<file path="config.mk">
export PLATFORM = sky130hd
export DESIGN_NAME = excess3_seq_ctrl_flat
export DESIGN_NICKNAME = d
export VERILOG_FILES = /design/src/rtl/excess3_pkg.sv /design/src/rtl/excess3_seq_ctrl_if.sv /design/src/rtl/bcd_digit_to_xs3.sv /design/src/rtl/excess3_seq_ctrl.sv /design/src/flat_wrapper.sv
export SDC_FILE = /design/constraint.sdc
export NUM_CORES = 1
export LEC_CHECK = 0
export CAP_MARGIN = 20
export CORE_MARGIN = 2
export CORE_UTILIZATION = 52
export CTS_CLUSTER_DIAMETER = 60
export DETAILED_ROUTE_END_ITERATION = 10
export PLACE_DENSITY_LB_ADDON = 0.15
export SLEW_MARGIN = 20
export SYNTH_ARGS = -nofsm -noshare
export SYNTH_HDL_FRONTEND = slang
export SYNTH_SLANG_ARGS = --single-unit
</file>
<file path="constraint.sdc">
create_clock -name clk -period 2.7 [get_ports clk]
set_input_delay 0.27 -clock clk [delete_from_list [all_inputs] [get_ports clk]]
set_output_delay 0.27 -clock clk [all_outputs]
set_load 0.01 [all_outputs]
</file>
<file path="src/rtl/excess3_pkg.sv">
// Shared constants and FSM state type for the BCD to Excess-3 sequencer.
package excess3_pkg;
    localparam int         DIGIT_W     = 4;
    localparam logic [3:0] XS3_OFFSET  = 4'd3;
    localparam logic [3:0] XS3_INVALID = 4'hF;
    localparam logic [3:0] BCD_MAX     = 4'd9;

    typedef enum logic [1:0] {IDLE, CONV, DONE} state_t;
endpackage

</file>
<file path="src/rtl/excess3_seq_ctrl_if.sv">
// Front (BCD word in) and back (Excess-3 word out) handshakes of excess3_seq_ctrl.
interface excess3_seq_ctrl_if #(parameter int NDIG = 4);
    import excess3_pkg::*;

    logic                      in_valid;
    logic                      in_ready;
    logic [DIGIT_W*NDIG-1:0]   in_bcd;
    logic                      out_valid;
    logic                      out_ready;
    logic [DIGIT_W*NDIG-1:0]   out_xs3;
    logic                      out_err;
    logic                      busy;

    modport master (
        output in_valid, in_bcd, out_ready,
        input  in_ready, out_valid, out_xs3, out_err, busy
    );

    modport slave (
        input  in_valid, in_bcd, out_ready,
        output in_ready, out_valid, out_xs3, out_err, busy
    );
endinterface

</file>
<file path="src/rtl/bcd_digit_to_xs3.sv">
// Combinational single-digit BCD to Excess-3 converter; with CHK_EN, digits
// above 9 are flagged and forced to the invalid code.
module bcd_digit_to_xs3
    import excess3_pkg::*;
#(
    parameter bit CHK_EN = 1'b0
) (
    input  logic [DIGIT_W-1:0] i_digit,
    output logic [DIGIT_W-1:0] o_code,
    output logic               o_invalid
);
    assign o_invalid = CHK_EN && (i_digit > BCD_MAX);
    assign o_code    = o_invalid ? XS3_INVALID : (i_digit + XS3_OFFSET);
endmodule

</file>
<file path="src/rtl/excess3_seq_ctrl.sv">
// Converts a packed NDIG-digit BCD word to Excess-3, one digit per clock, through
// one shared digit converter. Define EXCESS3_INVALID_CHK_EN to flag digits above 9.
module excess3_seq_ctrl
    import excess3_pkg::*;
#(
    parameter int NDIG = 4
) (
    input  logic               clk,
    input  logic               rst_n,
    excess3_seq_ctrl_if.slave  bus
);
`ifdef EXCESS3_INVALID_CHK_EN
    localparam bit CHK_EN = 1'b1;
`else
    localparam bit CHK_EN = 1'b0;
`endif

    localparam int               IDX_W    = (NDIG > 1) ? $clog2(NDIG) : 1;
    localparam logic [IDX_W-1:0] LAST_IDX = IDX_W'(NDIG - 1);

    state_t                          r_state;
    logic [IDX_W-1:0]                r_idx;
    logic [NDIG-1:0][DIGIT_W-1:0]    r_word;
    logic [NDIG-1:0][DIGIT_W-1:0]    r_xs3;
    logic                            r_err;

    logic [DIGIT_W-1:0]              w_digit;
    logic [DIGIT_W-1:0]              w_code;
    logic                            w_inv;

    // r_idx never exceeds LAST_IDX, so the mux stays within the word.
    assign w_digit = r_word[r_idx];

    bcd_digit_to_xs3 #(.CHK_EN(CHK_EN)) u_conv (
        .i_digit   (w_digit),
        .o_code    (w_code),
        .o_invalid (w_inv)
    );

    always_ff @(posedge clk or negedge rst_n) begin
        if (!rst_n) begin
            r_state <= IDLE;
            r_idx   <= '0;
            r_word  <= '0;
            r_xs3   <= '0;
            r_err   <= 1'b0;
        end else begin
            case (r_state)
                IDLE: if (bus.in_valid) begin
                    r_word  <= bus.in_bcd;
                    r_idx   <= '0;
                    r_xs3   <= '0;
                    r_err   <= 1'b0;
                    r_state <= CONV;
                end
                CONV: begin
                    r_xs3[r_idx] <= w_code;
                    r_err        <= r_err | w_inv;
                    if (r_idx == LAST_IDX) r_state <= DONE;
                    else                   r_idx   <= r_idx + 1'b1;
                end
                DONE: if (bus.out_ready) r_state <= IDLE;
                default: r_state <= IDLE;
            endcase
        end
    end

    assign bus.in_ready  = (r_state == IDLE);
    assign bus.out_valid = (r_state == DONE);
    assign bus.busy      = (r_state != IDLE);
    assign bus.out_xs3   = r_xs3;
    assign bus.out_err   = r_err;
endmodule

</file>
<file path="src/flat_wrapper.sv">
// flat-port wrapper written by rule: the top's interface ports become plain ports
module excess3_seq_ctrl_flat import excess3_pkg::*;
#(
    parameter int NDIG = 4
)
  (clk, rst_n, bus_in_valid, bus_in_bcd, bus_out_ready, bus_in_ready, bus_out_valid, bus_out_xs3, bus_out_err, bus_busy);
  excess3_seq_ctrl_if #(.NDIG(NDIG)) bus_i ();
  input  logic clk;
  input  logic rst_n;
  input wire logic [$bits(bus_i.in_valid)-1:0] bus_in_valid;
  input wire logic [$bits(bus_i.in_bcd)-1:0] bus_in_bcd;
  input wire logic [$bits(bus_i.out_ready)-1:0] bus_out_ready;
  output wire logic [$bits(bus_i.in_ready)-1:0] bus_in_ready;
  output wire logic [$bits(bus_i.out_valid)-1:0] bus_out_valid;
  output wire logic [$bits(bus_i.out_xs3)-1:0] bus_out_xs3;
  output wire logic [$bits(bus_i.out_err)-1:0] bus_out_err;
  output wire logic [$bits(bus_i.busy)-1:0] bus_busy;
  assign bus_i.in_valid = bus_in_valid;
  assign bus_i.in_bcd = bus_in_bcd;
  assign bus_i.out_ready = bus_out_ready;
  assign bus_in_ready = bus_i.in_ready;
  assign bus_out_valid = bus_i.out_valid;
  assign bus_out_xs3 = bus_i.out_xs3;
  assign bus_out_err = bus_i.out_err;
  assign bus_busy = bus_i.busy;
  excess3_seq_ctrl #(.NDIG(NDIG)) u_core (.clk(clk), .rst_n(rst_n), .bus(bus_i));
endmodule
</file>
==> reports/results.ini <==
[synthesis]
yosysUniqueCellTypes = 29
seq_area_frac_synth = 0.556
synth.avg_cell_area_um2 = 12.7
postSynthCellCount = 128
ys_seq_elements = 36
synth_nets = 153
synth_area_um2 = 1620
yosysWarnings = 0

[setup_path]
r2r_start = u_core.r_idx[0]
cp-start-kind = flop
cp.arrival_ns = 2.20
reg2reg_slack_ns = 0.74
worstSetupStartpoint = u_core.r_idx[0]
setup.worst_path.end = u_core.bus.out_xs3[10]
critPathCaptureType = flop
crit_type = reg -> reg
critPathRequiredTime_ns = 2.94
r2r_end = u_core.bus.out_xs3[10]
path_cells = mux4_1 > inv_1 > ha_1 > xnor2_1 > a32o_1
slowest_delay_ns = 0.64
cp_max_fo = 8
cpMaxStageDelayCell = mux4_1
rr_worst_depth = 5

[flow_run]
cap_violations = 0

[final_layout]
antenna_cells = 0
drive_above_1_share = 0.190
synthToLayoutAreaGrowth_pct = 29.2
fin_nets = 192
final_area_um2 = 2100
stdcell_count = 201

[timing]
drv_slew = 0
final.setup_skew_ns = 0.0117
post-route-period-util = 0.725
layout_min_cycle_time_ns = 1.96
clock.fmax_mhz = 511
rsz0062_at_grt = no
slew_headroom = 0.636
hold_viol = 0
setup_viol = 0
worstMarginPinSlew_ns = 0.545
tns_ns = 0

[place]
dpl_cell_area_um2 = 2020
globalplace.congestion = 0.754
dpl.cell_count = 193
port-buffer-count = 38
dp.final_hpwl_mm = 2.23

[routing]
ant_nets = 0
via_per_inst = 5.45
avgRoutedWirePerCell_um = 14.7
via_count = 1096
drtIter0Drc = 29
drt_first_pass_iters = 4
wl_mm = 2.96
drc_errors = 0

[floorplan]
core_area_um2 = 3000
die_h_um = 59.8
die-area_um2 = 3580
row_count = 20
initial_core_util = 0.540
die_w_um = 59.8
io_pins = 40

[global_routing]
grt_util_all_layers = 0.199
grt_max_degree = 37
antenna_found_initial = 0
grt_overflow_total = 0
grt_pass1_vias = 1103
grt_first_pass_wirelength_mm = 5.04

[clocking]
clkLatencyLatePin_ns = 0.35
cts_tree = built
clk_pin_slew_ns = 0.11
cts_resized = 0
cts.sinks = 36
postCtsSetupBuffers = 0
root_buffer = clkbuf_4
cts_hold_buffers = 0
cts_buffers = 5
clockBufferDepth = 2
h-tree-depth = 2

[power_and_ir_drop]
p_total_w = 0.00261
pwr_density_cell_nw_per_um2 = 1250
p_leak_nw = 0.919
vdd_drop_max_mv = 0.767

[run_status]
outcome = complete, no violations

[worst_hold_path]
hp-class = in -> async

## area by class of cell
cell class	count	area, um2
clock inverter	2	35.0
timing repair buffer	40	395
clock buffer	6	41.3
inverter	7	26.3
multi-input combinational	77	656
tap	33	41.3
sequential	36	901
fill	221	907
## flip-flops by register name, summed over array words and instances (netlist names)
signal / cells
u_core.r_word: 16
u_core.r_state: 2
u_core.r_idx: 2
u_core.bus.out_xs3: 16
## synthesized netlist by cell type
library cell,instances,area [um2]
dfrtp_1,36,901
mux2_2,17,191
nand2_1,13,48.8
o21ai_0,9,45.0
inv_1,7,26.3
ha_1,5,62.6
nor2_1,5,18.8
a22o_1,4,35.0
clkbuf_1,4,15.0
a21oi_1,3,15.0
a32o_1,3,30.0
buf_2,2,10.0
mux4_1,2,52.6
mux4_2,2,45.0
o2bb2ai_1,2,17.5
a22o_2,1,10.0
buf_4,1,7.51
buf_6,1,11.3
conb_1,1,3.75
mux2i_1,1,10.0
nand2b_1,1,6.26
nor2b_1,1,6.26
nor3b_1,1,7.51
o21ai_1,1,5.00
o21ai_2,1,8.76
o21bai_1,1,7.51
or2_2,1,6.26
xnor2_1,1,8.76
xor2_1,1,8.76
## metrics by stage
| stage | hold slack [ns] | worst slack, ns | util |
|---|---|---|---|
| 2_1_floorplan | -0.0256 | 0.929 | - |
| 3_3_place_gp | 0.468 | 0.822 | 0.673 |
| 3_5_place_dp | 0.476 | 0.732 | 0.673 |
| 4_1_cts | 0.344 | 0.733 | 0.698 |
| 5_1_grt | 0.384 | 0.594 | 0.698 |
| 6_report | 0.326 | 0.743 | 0.698 |
## kinds of logic after synthesis
group	Yosys count	synth area share
mux	22	0.184
fa+ha+maj	5	0.0386
simple gates	22	0.0579
buf+inv	15	0.0432
compound gates	25	0.107
xor+xnor	2	0.0108
other cells	1	0.00231
flops	36	0.556
## layout by cell type (no fill, tap or decap), drive strengths merged
master and n:
a21oi 3, a22o 5, a32o 3, buf 2, bufinv 1, clkbuf 6, clkdlybuf4s50 38, clkinv 1
conb 1, dfrtp 36, ha 5, inv 7, mux2 17, mux2i 1, mux4 4, nand2 13
nand2b 1, nor2 5, nor2b 1, nor3b 1, o21ai 11, o21bai 1, o2bb2ai 2, or2 1
xnor2 1, xor2 1
## critical path: cells and delay by family (launching register included)
| kind | cells | cell delay (ns) |
|---|---|---|
| mux | 1 | 0.64 |
| flops | 1 | 0.55 |
| compound gates | 1 | 0.30 |
| fa+ha+maj | 1 | 0.16 |
| xor+xnor | 1 | 0.13 |
| buf+inv | 1 | 0.08 |
## worst min path at each step
stage / from / to / slack [ns] / cells after the start
floorplan: rst_n / u_core.bus.out_xs3[0] / -0.03 / 0
global route: rst_n / u_core.bus.out_xs3[15] / 0.38 / 2
CTS: rst_n / u_core.bus.out_xs3[12] / 0.34 / 2
finish: rst_n / u_core.bus.out_xs3[2] / 0.33 / 2
global placement: u_core.bus.out_xs3[11] / u_core.bus.out_xs3[11] / 0.47 / 2
detailed placement: u_core.bus.out_xs3[3] / u_core.bus.out_xs3[3] / 0.48 / 2
## power breakdown
part	leakage (nW)	switching, W	total [W]	internal [W]
clock network	0.0422	0.000176	0.000370	0.000194
registers	0.446	0.000181	0.000967	0.000787
logic	0.431	0.000594	0.00127	0.000680
total	0.919	0.000951	0.00261	0.00166
## metal layers
| metal | global-route usage | vias up | share of wire | routed length, um |
|---|---|---|---|---|
| li1 | - | 522 | - | - |
| met1 | 0.241 | 522 | 0.43 | 1280 |
| met2 | 0.318 | 41 | 0.49 | 1450 |
| met3 | 0.0476 | 11 | 0.048 | 141 |
| met4 | 0.124 | 0 | 0.032 | 95 |
| met5 | 0 | - | 0 | 0 |
Note: power is estimated with default switching activity, not from simulation.
